$ cat config.mk
export PLATFORM = sky130hd
export DESIGN_NAME = xbus_arbiter_flat
export DESIGN_NICKNAME = d
export VERILOG_FILES = /design/src/rtl/xbus_arbiter_pkg.sv /design/src/rtl/xbus_arbiter_if.sv /design/src/rtl/xbus_rr_sel.sv /design/src/rtl/xbus_arbiter.sv /design/src/flat_wrapper.sv
export SDC_FILE = /design/constraint.sdc
export NUM_CORES = 1
export LEC_CHECK = 0
export ABC_AREA = 1
export CAP_MARGIN = 10
export CELL_PAD_IN_SITES_DETAIL_PLACEMENT = 1
export CELL_PAD_IN_SITES_GLOBAL_PLACEMENT = 2
export CORE_MARGIN = 2
export CORE_UTILIZATION = 20
export DETAILED_ROUTE_END_ITERATION = 10
export PLACE_DENSITY_LB_ADDON = 0.1
export SYNTH_ARGS = -nofsm -noshare
export SYNTH_HDL_FRONTEND = slang
export SYNTH_SLANG_ARGS = --single-unit
$ cat constraint.sdc
create_clock -name clk -period 1.6 [get_ports clk]
set_clock_uncertainty 0.05 [all_clocks]
set_input_delay 0.32 -clock clk [delete_from_list [all_inputs] [get_ports clk]]
set_output_delay 0.32 -clock clk [all_outputs]
set_load 0.01 [all_outputs]
$ cat src/rtl/xbus_arbiter_pkg.sv
// rtl/xbus_arbiter_pkg.sv - shared FSM encoding, master indices and default watchdog limit
package xbus_arbiter_pkg;

  typedef enum logic [1:0] {
    ST_IDLE = 2'd0,
    ST_BUS  = 2'd1,
    ST_RESP = 2'd2
  } xbus_state_e;

  localparam int M_IFETCH       = 0;
  localparam int M_DATA         = 1;
  localparam int TO_CYC_DEFAULT = 255;

endpackage

$ cat src/rtl/xbus_arbiter_if.sv
// rtl/xbus_arbiter_if.sv - two master ports plus the shared xbus; slave = arbiter view
interface xbus_arbiter_if #(
  parameter int XADDRW    = 32,
  parameter int XDATAW    = 32,
  parameter int XSLAVE_CH = 4
);
  logic                  m0_req,   m1_req;
  logic [XADDRW-1:0]     m0_addr,  m1_addr;
  logic                  m0_we,    m1_we;
  logic [XDATAW-1:0]     m0_wdata, m1_wdata;
  logic [XDATAW/8-1:0]   m0_be,    m1_be;
  logic                  m0_ack,   m1_ack;
  logic                  m0_err,   m1_err;
  logic [XDATAW-1:0]     m0_rdata, m1_rdata;

  logic                  xbus_as;
  logic                  xbus_we;
  logic [XADDRW-1:0]     xbus_addr;
  logic [XDATAW-1:0]     xbus_wdata;
  logic [XDATAW/8-1:0]   xbus_be;
  logic [XSLAVE_CH-1:0]  xbus_cs;
  logic                  xbus_rdy;
  logic [XDATAW-1:0]     xbus_rdata;

  modport slave (
    input  m0_req, m0_addr, m0_we, m0_wdata, m0_be,
    input  m1_req, m1_addr, m1_we, m1_wdata, m1_be,
    output m0_ack, m0_err, m0_rdata, m1_ack, m1_err, m1_rdata,
    output xbus_as, xbus_we, xbus_addr, xbus_wdata, xbus_be,
    input  xbus_cs, xbus_rdy, xbus_rdata
  );

  modport master (
    output m0_req, m0_addr, m0_we, m0_wdata, m0_be,
    output m1_req, m1_addr, m1_we, m1_wdata, m1_be,
    input  m0_ack, m0_err, m0_rdata, m1_ack, m1_err, m1_rdata,
    input  xbus_as, xbus_we, xbus_addr, xbus_wdata, xbus_be,
    output xbus_cs, xbus_rdy, xbus_rdata
  );

endinterface

$ cat src/rtl/xbus_rr_sel.sv
// rtl/xbus_rr_sel.sv - two-way round-robin grant; contention goes to the master not granted last
module xbus_rr_sel
  import xbus_arbiter_pkg::*;
(
  input  logic [1:0] req,
  input  logic       last_gnt,
  output logic [1:0] gnt
);

  always_comb begin
    gnt           = '0;
    gnt[M_IFETCH] = req[M_IFETCH] & (~req[M_DATA] | last_gnt);
    gnt[M_DATA]   = req[M_DATA] & (~req[M_IFETCH] | ~last_gnt);
  end

endmodule

$ cat src/rtl/xbus_arbiter.sv
// rtl/xbus_arbiter.sv - two-master xbus arbiter, IDLE/BUS/RESP FSM
// Optional BUS watchdog enabled by defining XBUS_TIMEOUT_EN.
module xbus_arbiter
  import xbus_arbiter_pkg::*;
#(
  parameter int XADDRW    = 32,
  parameter int XDATAW    = 32,
  parameter int XSLAVE_CH = 4,
  parameter int TO_CYC    = TO_CYC_DEFAULT
) (
  input logic          clk,
  input logic          rst_n,
  xbus_arbiter_if.slave bus
);

  localparam int BEW = XDATAW / 8;

  xbus_state_e         state_q, state_d;
  logic                last_q, last_d;
  logic [1:0]          gnt_q, gnt_d;
  logic [XADDRW-1:0]   addr_q, addr_d;
  logic                we_q, we_d;
  logic [XDATAW-1:0]   wdata_q, wdata_d;
  logic [BEW-1:0]      be_q, be_d;
  logic [XDATAW-1:0]   rdata_q, rdata_d;
  logic                err_q, err_d;
  logic [1:0]          gnt_w;

`ifdef XBUS_TIMEOUT_EN
  localparam int CW = $clog2(TO_CYC + 1);
  logic [CW-1:0]       cnt_q, cnt_d;
`endif

  xbus_rr_sel u_rr_sel (
    .req      ({bus.m1_req, bus.m0_req}),
    .last_gnt (last_q),
    .gnt      (gnt_w)
  );

  always_ff @(posedge clk or negedge rst_n) begin
    if (!rst_n) begin
      state_q <= ST_IDLE;
      last_q  <= 1'b1;
      gnt_q   <= '0;
      addr_q  <= '0;
      we_q    <= 1'b0;
      wdata_q <= '0;
      be_q    <= '0;
      rdata_q <= '0;
      err_q   <= 1'b0;
`ifdef XBUS_TIMEOUT_EN
      cnt_q   <= '0;
`endif
    end else begin
      state_q <= state_d;
      last_q  <= last_d;
      gnt_q   <= gnt_d;
      addr_q  <= addr_d;
      we_q    <= we_d;
      wdata_q <= wdata_d;
      be_q    <= be_d;
      rdata_q <= rdata_d;
      err_q   <= err_d;
`ifdef XBUS_TIMEOUT_EN
      cnt_q   <= cnt_d;
`endif
    end
  end

  always_comb begin
    state_d = state_q;
    last_d  = last_q;
    gnt_d   = gnt_q;
    addr_d  = addr_q;
    we_d    = we_q;
    wdata_d = wdata_q;
    be_d    = be_q;
    rdata_d = rdata_q;
    err_d   = err_q;
`ifdef XBUS_TIMEOUT_EN
    cnt_d   = cnt_q;
`endif
    case (state_q)
      ST_IDLE: begin
        if (|gnt_w) begin
          state_d = ST_BUS;
          gnt_d   = gnt_w;
          last_d  = gnt_w[M_DATA];
          addr_d  = gnt_w[M_DATA] ? bus.m1_addr  : bus.m0_addr;
          we_d    = gnt_w[M_DATA] ? bus.m1_we    : bus.m0_we;
          wdata_d = gnt_w[M_DATA] ? bus.m1_wdata : bus.m0_wdata;
          be_d    = gnt_w[M_DATA] ? bus.m1_be    : bus.m0_be;
          rdata_d = '0;
          err_d   = 1'b0;
`ifdef XBUS_TIMEOUT_EN
          cnt_d   = '0;
`endif
        end
      end
      ST_BUS: begin
        // An unmapped address wins over rdy: no slave is really answering.
        if (bus.xbus_cs == '0) begin
          state_d = ST_RESP;
          err_d   = 1'b1;
          rdata_d = '0;
        end else if (bus.xbus_rdy) begin
          state_d = ST_RESP;
          err_d   = 1'b0;
          rdata_d = bus.xbus_rdata;
        end
`ifdef XBUS_TIMEOUT_EN
        else if (cnt_q == CW'(TO_CYC - 1)) begin
          state_d = ST_RESP;
          err_d   = 1'b1;
          rdata_d = '0;
        end else begin
          cnt_d = cnt_q + 1'b1;
        end
`endif
      end
      ST_RESP: state_d = ST_IDLE;
      default: state_d = ST_IDLE;
    endcase
  end

  always_comb begin
    bus.xbus_as    = (state_q == ST_BUS);
    bus.xbus_we    = bus.xbus_as & we_q;
    bus.xbus_addr  = bus.xbus_as ? addr_q  : '0;
    bus.xbus_wdata = bus.xbus_as ? wdata_q : '0;
    bus.xbus_be    = bus.xbus_as ? be_q    : '0;
    bus.m0_ack     = (state_q == ST_RESP) & gnt_q[M_IFETCH];
    bus.m1_ack     = (state_q == ST_RESP) & gnt_q[M_DATA];
    bus.m0_err     = bus.m0_ack & err_q;
    bus.m1_err     = bus.m1_ack & err_q;
    bus.m0_rdata   = bus.m0_ack ? rdata_q : '0;
    bus.m1_rdata   = bus.m1_ack ? rdata_q : '0;
  end

endmodule

$ cat src/flat_wrapper.sv
// flat-port wrapper written by rule: the top's interface ports become plain ports
module xbus_arbiter_flat import xbus_arbiter_pkg::*;
#(
  parameter int XADDRW    = 32,
  parameter int XDATAW    = 32,
  parameter int XSLAVE_CH = 4,
  parameter int TO_CYC    = TO_CYC_DEFAULT
)
  (clk, rst_n, bus_m0_req, bus_m0_addr, bus_m0_we, bus_m0_wdata, bus_m0_be, bus_m1_req, bus_m1_addr, bus_m1_we, bus_m1_wdata, bus_m1_be, bus_m0_ack, bus_m0_err, bus_m0_rdata, bus_m1_ack, bus_m1_err, bus_m1_rdata, bus_xbus_as, bus_xbus_we, bus_xbus_addr, bus_xbus_wdata, bus_xbus_be, bus_xbus_cs, bus_xbus_rdy, bus_xbus_rdata);
  xbus_arbiter_if #(.XADDRW(XADDRW), .XDATAW(XDATAW), .XSLAVE_CH(XSLAVE_CH)) bus_i ();
  input logic clk;
  input logic rst_n;
  input wire logic [$bits(bus_i.m0_req)-1:0] bus_m0_req;
  input wire logic [$bits(bus_i.m0_addr)-1:0] bus_m0_addr;
  input wire logic [$bits(bus_i.m0_we)-1:0] bus_m0_we;
  input wire logic [$bits(bus_i.m0_wdata)-1:0] bus_m0_wdata;
  input wire logic [$bits(bus_i.m0_be)-1:0] bus_m0_be;
  input wire logic [$bits(bus_i.m1_req)-1:0] bus_m1_req;
  input wire logic [$bits(bus_i.m1_addr)-1:0] bus_m1_addr;
  input wire logic [$bits(bus_i.m1_we)-1:0] bus_m1_we;
  input wire logic [$bits(bus_i.m1_wdata)-1:0] bus_m1_wdata;
  input wire logic [$bits(bus_i.m1_be)-1:0] bus_m1_be;
  output wire logic [$bits(bus_i.m0_ack)-1:0] bus_m0_ack;
  output wire logic [$bits(bus_i.m0_err)-1:0] bus_m0_err;
  output wire logic [$bits(bus_i.m0_rdata)-1:0] bus_m0_rdata;
  output wire logic [$bits(bus_i.m1_ack)-1:0] bus_m1_ack;
  output wire logic [$bits(bus_i.m1_err)-1:0] bus_m1_err;
  output wire logic [$bits(bus_i.m1_rdata)-1:0] bus_m1_rdata;
  output wire logic [$bits(bus_i.xbus_as)-1:0] bus_xbus_as;
  output wire logic [$bits(bus_i.xbus_we)-1:0] bus_xbus_we;
  output wire logic [$bits(bus_i.xbus_addr)-1:0] bus_xbus_addr;
  output wire logic [$bits(bus_i.xbus_wdata)-1:0] bus_xbus_wdata;
  output wire logic [$bits(bus_i.xbus_be)-1:0] bus_xbus_be;
  input wire logic [$bits(bus_i.xbus_cs)-1:0] bus_xbus_cs;
  input wire logic [$bits(bus_i.xbus_rdy)-1:0] bus_xbus_rdy;
  input wire logic [$bits(bus_i.xbus_rdata)-1:0] bus_xbus_rdata;
  assign bus_i.m0_req = bus_m0_req;
  assign bus_i.m0_addr = bus_m0_addr;
  assign bus_i.m0_we = bus_m0_we;
  assign bus_i.m0_wdata = bus_m0_wdata;
  assign bus_i.m0_be = bus_m0_be;
  assign bus_i.m1_req = bus_m1_req;
  assign bus_i.m1_addr = bus_m1_addr;
  assign bus_i.m1_we = bus_m1_we;
  assign bus_i.m1_wdata = bus_m1_wdata;
  assign bus_i.m1_be = bus_m1_be;
  assign bus_m0_ack = bus_i.m0_ack;
  assign bus_m0_err = bus_i.m0_err;
  assign bus_m0_rdata = bus_i.m0_rdata;
  assign bus_m1_ack = bus_i.m1_ack;
  assign bus_m1_err = bus_i.m1_err;
  assign bus_m1_rdata = bus_i.m1_rdata;
  assign bus_xbus_as = bus_i.xbus_as;
  assign bus_xbus_we = bus_i.xbus_we;
  assign bus_xbus_addr = bus_i.xbus_addr;
  assign bus_xbus_wdata = bus_i.xbus_wdata;
  assign bus_xbus_be = bus_i.xbus_be;
  assign bus_i.xbus_cs = bus_xbus_cs;
  assign bus_i.xbus_rdy = bus_xbus_rdy;
  assign bus_i.xbus_rdata = bus_xbus_rdata;
  xbus_arbiter #(.XADDRW(XADDRW), .XDATAW(XDATAW), .XSLAVE_CH(XSLAVE_CH), .TO_CYC(TO_CYC)) u_core (.clk(clk), .rst_n(rst_n), .bus(bus_i));
endmodule
==> results.sh, run 1 <==
export IMPL_outcome="finished, violations left"
export IMPL_violations="setup timing"
export IMPL_drc=0
export IMPL_numCtsBuffers=9
export IMPL_slowest_stage="dfrtp_1"
export IMPL_maxCapViolations=0
export IMPL_drv_slew=0
export IMPL_maxSlewHeadroom_pct=73.0
export IMPL_ys_ff_latch=107
export IMPL_clk_pin_slew_ns=0.08
export IMPL_synthArstFlopShare_pct=100
export IMPL_place_gp_congestion=0.709
export IMPL_required_ns=1.23
export IMPL_rows=63
export IMPL_pre_cts_slack_ns=-0.369
export IMPL_yosysUniqueCellTypes=23
export IMPL_nets=1396
export IMPL_h_tree_depth=3
export IMPL_synth_area_leaders="dfrtp_1, nand2_1, inv_1"
export IMPL_portBuffers=316
export IMPL_synth_warnings=0
export IMPL_synth_fp_nets=1054
export IMPL_dpl_hpwl_um=17400
export IMPL_synth_compound_area_share_pct=12.0
export IMPL_setup_viol=196
export IMPL_syn_inst=875
export IMPL_path_buf_inv=5
export IMPL_arrival_ns=1.61
export IMPL_worstMarginPinSlew_ns=0.406
export IMPL_area_delta_synth_final_pct=85.6
export IMPL_synth_top_family_by_area="simple AND/OR/NAND/NOR gates"
export IMPL_io_pins=317
export IMPL_crit_chain="inv_4 > buf_12 > nor2_8 > inv_12 > clkbuf_16 > nor2_2 > buf_2"
export IMPL_root_buffer="clkbuf_16"
export IMPL_finalHoldViolCount=0
export IMPL_dieArea_mm2=0.0313
export IMPL_cpPeakStageDelay_ns=0.40
export IMPL_drive_gt1_share_pct=30.3
export IMPL_leakage_nw=5.36
export IMPL_grt_ovfl_total=0
export IMPL_insertion_delay_ns=0.35
export IMPL_drtIter0Drc=257
export IMPL_first_pass_iters=4
export IMPL_start_kind="flop"
export IMPL_ys_seq_area_share_pct=44.8
export IMPL_grt_use_total_pct=15.6
export IMPL_grt_max_degree=74
export IMPL_timing_final_ws_setup_ns=-0.376
export IMPL_synth_edf_count=0
export IMPL_synth_adder_area_share_pct=0
export IMPL_end_kind="output pin"
export IMPL_final_core_util_pct=37.5
export IMPL_wire_per_inst_um=15.8
export IMPL_drt_total_wl_um=25400
export IMPL_synth_flop_cell="dfrtp_1"
export IMPL_antenna_found_initial=3
export IMPL_hold_class="input pin to asynchronous set/reset pin"
export IMPL_via_count=6524
export IMPL_start_util_pct=20.2
export IMPL_final_setup_tns_ns=-39.82
export IMPL_cts_tree="yes"
export IMPL_clock_sinks=107
export IMPL_max_freq_mhz=506
export IMPL_period_minus_slack_ns=1.98
export IMPL_synth_area_mux_share_pct=0
export IMPL_synth_xor_xnor_area_share_pct=0
export IMPL_cts_max_path_buffers=2
export IMPL_syn_area_mm2=0.00598
export IMPL_crit_type="flop to output pin"
export IMPL_grt_pass1_wl_um=37600
export IMPL_cp_max_fo=9
export IMPL_rsz0062_at_grt="true"
export IMPL_ant_nets=0
export IMPL_cp_top_family="buffers and inverters"
export IMPL_synth_simple_gate_area_share_pct=26.7
export IMPL_fin_crit_sh_pct=124
export IMPL_fillers=3511
export IMPL_viasPerCell=4.04
export IMPL_powerDensity_mw_per_mm2=1480
export IMPL_ir_drop_mv=0.503
export IMPL_yosysTopAreaCellShare_pct=44.4
export IMPL_core_area_mm2=0.0296
export IMPL_avgSynthCellArea_um2=6.83
export IMPL_die_h_um=177
export IMPL_grt_pass1_vias=6582
export IMPL_synth_top_area_cell="dfrtp_1"
export IMPL_die_w_um=177
through the flow:
stage / hold slack [ns] / cell area, um^2 / power [mW] / instances
2_1_floorplan: -0.0256 / 5980 / 8.39 / 875
5_1_grt: 0.325 / 11100 / 17.8 / 1612
4_1_cts: 0.319 / 10300 / 15.7 / 1604
6_report: 0.316 / 11100 / 16.4 / 1614
3_5_place_dp: 0.162 / 9860 / 12.4 / 1569
3_3_place_gp: 0.162 / 9860 / 12.3 / 1569
path summary, 6_finish.rpt:
path | startpoint | end | slack, ns | depth (start not counted)
max | u_core.state_q[0] | bus_xbus_addr[25] | -0.38 | 7
min | rst_n | u_core.wdata_q[23] | 0.32 | 2
max reg2reg | u_core.state_q[1] | u_core.addr_q[2] | -0.05 | 8
min reg2reg | u_core.rdata_q[0] | u_core.rdata_q[0] | 0.42 | 2
max in group asynchronous | rst_n | u_core.last_q | 0.60 | 3
min in group clk | u_core.rdata_q[0] | u_core.rdata_q[0] | 0.42 | 2
state kept, by name (all words and copies together), names as in the netlist:
| register | flops |
|---|---|
| u_core.gnt_q | 2 |
| u_core.we_q | 1 |
| u_core.rdata_q | 32 |
| u_core.be_q | 4 |
| u_core.wdata_q | 32 |
| u_core.err_q | 1 |
| u_core.last_q | 1 |
| u_core.addr_q | 32 |
| u_core.state_q | 2 |
what timing repair did:
item | 4_1_cts | 5_1_grt
hold endpoints to repair | 14 | 0
endpoints found under the setup margin | 138 | 237
resized for setup | 667 | 191
pin swaps | 1 | 3
setup buffers | 10 | 4
gates cloned | 8 | 6
hold buffers | 1 | 0
cells in the mapped netlist (4+ instances only):
library cell	number
o21ai_1	61
nor2_1	138
nand4_1	32
buf_4	7
nand2_1	213
buf_2	23
buf_6	7
inv_1	175
o21ai_0	77
nand3_1	4
dfrtp_1	106
clkbuf_1	19
cell families (layout without fill, tap and decap cells):
kind of cell | after synthesis | after routing
AND/OR/NAND/NOR | 392 | 392
buffers and inverters | 234 | 581
other | 0 | 2
flip-flops | 107 | 107
AO/OA/AOI/OAI | 142 | 142
power breakdown:
group | leakage, nW | internal (mW) | switching (mW)
combinational | 3.88 | 4.27 | 5.20
sequential | 1.34 | 3.93 | 0.693
clock | 0.141 | 1.17 | 1.13
worst register-to-register path, cell delays in order, from the launching register on:
cell and delay (ns):
dfrtp_2 0.49, buf_4 0.17, buf_4 0.13, nor2_4 0.11, o21ai_4 0.11, clkbuf_16 0.20
buf_12 0.15, nand2_1 0.07, o21ai_1 0.05
cells in the final DEF, fill, tap and decap left out, types with 10 or more instances in the layout:
master           instances
nand2_1                213
dfrtp_1                105
buf_2                   75
clkdlybuf4s50_1        177
inv_1                  173
clkbuf_16               15
o21ai_1                 62
nor2_4                  58
buf_4                   30
o21ai_0                 74
nand4_1                 32
nor2_2                  71
nor2_1                  10
buf_12                  24
buf_6                   66
cell type report:
class	instances	area, um^2	share of cell area [%]
Tap cell	390	488	4.40
Clock buffer	11	253	2.28
Sequential cell	107	2680	24.1
Timing Repair Buffer	388	3980	35.8
Multi-Input combinational cell	534	2960	26.7
Inverter	177	687	6.19
Antenna cell	2	5.00	0.0451
Clock inverter	5	43.8	0.395
per-layer routing:
metal	wire [um]	up-vias	global-route usage [%]
li1	-	3315	-
met5	38	-	0
met1	11300	2992	20.6
met3	1450	23	3.46
met2	12200	188	25.6
met4	367	6	4.48
No activity file was read; power rests on OpenSTA's default activity.
==> run 2: changes to the inputs <==
--- a/config.mk
+++ b/config.mk
@@ -6,6 +6,7 @@
 export NUM_CORES = 1
 export LEC_CHECK = 0
 export ABC_AREA = 1
+export ABC_CLOCK_PERIOD_IN_PS = 2150
 export CAP_MARGIN = 10
 export CELL_PAD_IN_SITES_DETAIL_PLACEMENT = 1
 export CELL_PAD_IN_SITES_GLOBAL_PLACEMENT = 2
==> constraint.sdc (replaced) <==
create_clock -name clk -period 2.15 [get_ports clk]
set_clock_uncertainty 0.05 [all_clocks]
set_input_delay 0.43 -clock clk [delete_from_list [all_inputs] [get_ports clk]]
set_output_delay 0.43 -clock clk [all_outputs]
set_load 0.01 [all_outputs]
==> results.sh, run 2 (same netlist as run 1, synthesis figures left out) <==
export IMPL_leakage_nw=5.09
export IMPL_setup_viol=0
export IMPL_hold_ws_ns=0.421
export IMPL_viasPerCell=3.98
export IMPL_grt_pass1_wl_um=35600
export IMPL_finalInstanceArea_mm2=0.00979
export IMPL_cts_max_path_buffers=2
export IMPL_fillers=3642
export IMPL_ir_drop_mv=0.399
export IMPL_met1_usage_pct=18.6
export IMPL_final_common_cell="nand2_1"
export IMPL_drv_slew=0
export IMPL_io_pins=317
export IMPL_grt_pass1_vias=6312
export IMPL_grt_use_total_pct=14.6
export IMPL_use_met2_pct=24.1
export IMPL_worstMarginPinSlew_ns=0.396
export IMPL_nets=1356
export IMPL_max_freq_mhz=477
export IMPL_die_w_um=177
export IMPL_drc=0
export IMPL_outcome="finished clean"
export IMPL_dpl_hpwl_um=17000
export IMPL_largestRegisters="u_core.addr_q (32), u_core.rdata_q (32), u_core.wdata_q (32)"
export IMPL_start_kind="flop"
export IMPL_fin_crit_sh_pct=97.6
export IMPL_insertion_delay_ns=0.35
export IMPL_antenna_found_initial=3
export IMPL_first_pass_iters=4
export IMPL_grt_ovfl_total=0
export IMPL_arrival_ns=1.62
export IMPL_rows=63
export IMPL_antenna_cells=0
export IMPL_hold_class="flop to flop"
export IMPL_core_area_mm2=0.0296
export IMPL_rsz0062_at_grt="true"
export IMPL_cp_max_fo=36
export IMPL_via_count=6248
export IMPL_cts_tree="yes"
export IMPL_path_buf_inv=3
export IMPL_grt_use_met3_pct=4.34
export IMPL_clk_pin_slew_ns=0.07
export IMPL_die_h_um=177
export IMPL_dieArea_mm2=0.0313
export IMPL_portBuffers=316
export IMPL_dp_cells=1551
export IMPL_slowest_stage="dfrtp_2"
export IMPL_powerDensity_mw_per_mm2=1030
export IMPL_busiest_layer="met2"
export IMPL_wire_per_inst_um=14.5
export IMPL_dpl_instance_area_mm2=0.00966
export IMPL_required_ns=1.67
export IMPL_place_gp_congestion=0.724
export IMPL_end_kind="output pin"
export IMPL_maxCapViolations=0
export IMPL_root_buffer="clkbuf_16"
export IMPL_period_minus_slack_ns=2.10
export IMPL_h_tree_depth=3
export IMPL_fin_cells=1571
export IMPL_cpPeakStageDelay_ns=0.48
export IMPL_area_delta_synth_final_pct=63.7
export IMPL_finalHoldViolCount=0
export IMPL_crit_chain="nor2_8 > inv_4 > buf_12 > nor2_1 > clkdlybuf4s15_2"
export IMPL_grt_max_degree=61
export IMPL_start_util_pct=20.2
export IMPL_maxSlewHeadroom_pct=73.6
export IMPL_crit_type="flop to output pin"
export IMPL_clock_sinks=107
export IMPL_cp_top_family="flip-flops"
export IMPL_drive_gt1_share_pct=8.13
export IMPL_drt_total_wl_um=22800
export IMPL_ant_nets=0
export IMPL_layout_common_cells="nand2_1, clkdlybuf4s50_1, inv_1"
export IMPL_drtIter0Drc=229
export IMPL_numCtsBuffers=9
[run 2: layer usage]
metal,up-vias,part of all wire [%]
met5,-,0.15
met4,6,1.0
met3,17,7.7
met2,176,47
met1,2822,44
li1,3227,-
[run 2: where the power goes]
part | switching, mW | internal, mW | leakage (nW)
clock | 0.819 | 0.792 | 0.129
sequential | 0.494 | 2.92 | 1.34
combinational | 2.90 | 2.15 | 3.62
[run 2: repair_timing]
action / CTS / global route
hold endpoints to repair: 16 / 0
endpoints found under the setup margin: 138 / 79
resized for setup: 193 / 80
hold buffers: 1 / 0
buffers inserted: 4 / 0
[run 2: path summary, 6_finish.rpt]
| path | startpoint | end | slack [ns] | cells past startpoint |
|---|---|---|---|---|
| max in group asynchronous | rst_n | u_core.last_q | 0.97 | 3 |
| setup reg to reg | u_core.state_q[1] | u_core.err_q | 0.33 | 8 |
| min in group asynchronous | rst_n | u_core.wdata_q[21] | 0.45 | 2 |
| setup / recovery | u_core.state_q[1] | bus_xbus_wdata[29] | 0.05 | 5 |
| hold / removal | u_core.rdata_q[5] | u_core.rdata_q[5] | 0.42 | 2 |
| hold reg to reg | u_core.rdata_q[5] | u_core.rdata_q[5] | 0.42 | 2 |
[run 2: cell type report]
class	count	area, um^2	share of cell area [%]
clock buffers	10	229	2.34
multi-input cells	534	2350	24.1
well taps	390	488	4.99
inverters	177	669	6.84
clock inverters	5	38.8	0.396
flip-flops and latches	107	2680	27.4
repair buffers	348	3330	34.0
[run 2: through the flow]
stage	TNS [ns]	power (mW)	utilization (%)	setup slack (ns)
floorplan	0	6.25	-	0.598
global placement	0	8.92	32.7	0.0318
detailed placement	0	8.96	32.7	0.0161
CTS	-0.00452	10.4	33.3	-0.00366
global route	-0.00975	11.1	33.1	-0.00975
finish	0	10.1	33.1	0.0515
[run 2: worst min-delay path: stages (launching register included)]
cell	delay, ns
dfrtp_1	0.34
nand2_1	0.05
nand2_1	0.05
==> run 3: changes to the inputs <==
--- a/config.mk
+++ b/config.mk
@@ -13,6 +13,7 @@
 export CORE_MARGIN = 2
 export CORE_UTILIZATION = 20
 export DETAILED_ROUTE_END_ITERATION = 10
+export GPL_TIMING_DRIVEN = 0
 export PLACE_DENSITY_LB_ADDON = 0.1
 export SYNTH_ARGS = -nofsm -noshare
 export SYNTH_HDL_FRONTEND = slang
==> results.sh, run 3 (same netlist as run 1, synthesis figures left out) <==
export IMPL_outcome="finished clean"
export IMPL_cp_max_fo=6
export IMPL_viasPerCell=3.97
export IMPL_setup_viol=0
export IMPL_p_int_mw=5.99
export IMPL_finalHoldViolCount=0
export IMPL_first_pass_iters=4
export IMPL_drc=0
export IMPL_fillers=3658
export IMPL_fin_cells=1605
export IMPL_hold_class="input pin to flop"
export IMPL_required_ns=1.67
export IMPL_cpPeakStageDelay_ns=0.41
export IMPL_grt_ovfl_total=0
export IMPL_max_freq_mhz=477
export IMPL_slowest_stage="dfrtp_1"
export IMPL_arrival_ns=1.62
export IMPL_largestRegisters="u_core.addr_q (32), u_core.rdata_q (32), u_core.wdata_q (32)"
export IMPL_dieArea_mm2=0.0313
export IMPL_grt_use_total_pct=15.7
export IMPL_numCtsBuffers=9
export IMPL_rows=63
export IMPL_drv_slew=0
export IMPL_worstMarginPinSlew_ns=0.546
export IMPL_multi_input_area_mm2=0.00235
export IMPL_dp_cells=1581
export IMPL_insertion_delay_ns=0.35
export IMPL_power_frac_clock_pct=17.9
export IMPL_pre_cts_slack_ns=-0.337
export IMPL_start_kind="flop"
export IMPL_final_core_util_pct=32.7
export IMPL_die_w_um=177
export IMPL_nets=1390
export IMPL_antenna_found_initial=1
export IMPL_h_tree_depth=3
export IMPL_power_mw=10.3
export IMPL_clk_pin_slew_ns=0.08
export IMPL_root_buffer="clkbuf_16"
export IMPL_layout_common_cells="nand2_1, clkdlybuf4s50_1, inv_1"
export IMPL_timing_final_ws_setup_ns=0.0520
export IMPL_core_area_mm2=0.0296
export IMPL_period_minus_slack_ns=2.10
export IMPL_die_h_um=177
export IMPL_leakage_nw=5.09
export IMPL_crit_chain="inv_4 > nand3_4 > buf_4 > buf_4 > nor2_1 > clkdlybuf4s15_1"
export IMPL_crit_type="flop to output pin"
export IMPL_ir_drop_mv=0.372
export IMPL_drtIter0Drc=194
export IMPL_seqPwrFrac_pct=32.8
export IMPL_cts_max_path_buffers=2
export IMPL_rsz0062_at_grt="true"
export IMPL_area_delta_synth_final_pct=61.5
export IMPL_p_sw_share_pct=41.9
export IMPL_clock_sinks=107
export IMPL_ant_nets=0
export IMPL_grt_max_degree=76
export IMPL_antenna_cells=0
export IMPL_seqCellArea_mm2=0.00268
export IMPL_place_gp_congestion=0.715
export IMPL_fin_crit_sh_pct=97.6
export IMPL_wire_per_inst_um=15.3
export IMPL_portBuffers=315
export IMPL_maxSlewHeadroom_pct=63.6
export IMPL_via_count=6378
export IMPL_switching_power_mw=4.32
export IMPL_maxCapViolations=0
export IMPL_final_setup_tns_ns=0
export IMPL_final_common_cell="nand2_1"
export IMPL_io_pins=317
export IMPL_grt_pass1_wl_um=37600
export IMPL_cp_common_cell="buf_4"
export IMPL_start_util_pct=20.2
export IMPL_cts_tree="yes"
export IMPL_end_kind="output pin"
export IMPL_drt_total_wl_um=24500
export IMPL_grt_pass1_vias=6496
export IMPL_dpl_hpwl_um=18700
export IMPL_pwr_share_comb_pct=49.2
export IMPL_powerDensity_mw_per_mm2=1070
export IMPL_drive_gt1_share_pct=14.2
-- run 3: cell types whose count changed in the layout (fill, tap and decap cells not counted), moves of 2 or more --
cell             previous run  this run
clkbuf_2                   25        62
buf_2                      11        45
clkdlybuf4s15_1            33         2
dlygate4sd2_1              67        46
buf_12                     12         0
clkbuf_1                    1        13
buf_6                       1        12
clkbuf_8                    0         6
buf_4                      15        20
buf_8                       4         0
bufinv_16                   0         2
nor2_1                    137       135
nor2_2                      1         3
-- run 3: critical path: cells and delay by family, from the launching register on --
family,cells,cell delay [ns]
buffers and inverters,4,0.65
flip-flops,1,0.41
AND/OR/NAND/NOR,2,0.21
-- run 3: final timing paths --
check                           cells past startpoint          startpoint  slack, ns                  to
worst max-delay path                                6   u_core.state_q[0]       0.05     bus_m1_rdata[0]
worst min-delay path                                3        bus_xbus_rdy       0.41   u_core.rdata_q[0]
worst max register to register                      7   u_core.state_q[0]       0.56      u_core.be_q[2]
worst min register to register                      2  u_core.rdata_q[19]       0.42  u_core.rdata_q[19]
max in group asynchronous                           3               rst_n       0.82   u_core.addr_q[16]
min in group asynchronous                           2               rst_n       0.49  u_core.wdata_q[23]
-- run 3: what timing repair did --
action                                  4_1_cts  5_1_grt
hold buffers                                  1        0
endpoints found under the hold margin        32        0
pin swaps                                     1        0
cloned                                        0        0
endpoints found under the setup margin      138       92
gates resized for setup                     256      134
buffers inserted                              8        1
-- run 3: cell type report --
class	instances	area share (%)
buffer	56	4.20
timing repair buffer	326	28.5
multi-input combinational	534	24.3
clock buffer	11	2.51
clock inverter	4	0.777
tap	390	5.05
inverter	177	6.96
sequential	107	27.7
-- run 3: metrics by stage --
step,hold WS (ns),instance area (um^2)
after floorplan,0.0844,5980
after global placement,0.405,9620
after detailed placement,0.300,9650
after CTS,0.386,10100
after global routing,0.427,9660
final,0.407,9660
-- run 3: metal layers --
layer,GRT usage [%],wire (um)
met5,0,7
met4,3.72,252
met3,4.51,1820
met2,26.5,11500
met1,19.7,11000
-- run 3: power by group through the flow --
stage | combinational [mW] | sequential [mW] | clock [mW]
floorplan | 2.94 | 3.31 | 0
global placement | 5.51 | 3.39 | 0
detailed placement | 5.56 | 3.42 | 0
CTS | 5.48 | 3.40 | 1.94
global route | 5.86 | 3.52 | 2.00
finish | 5.08 | 3.39 | 1.85
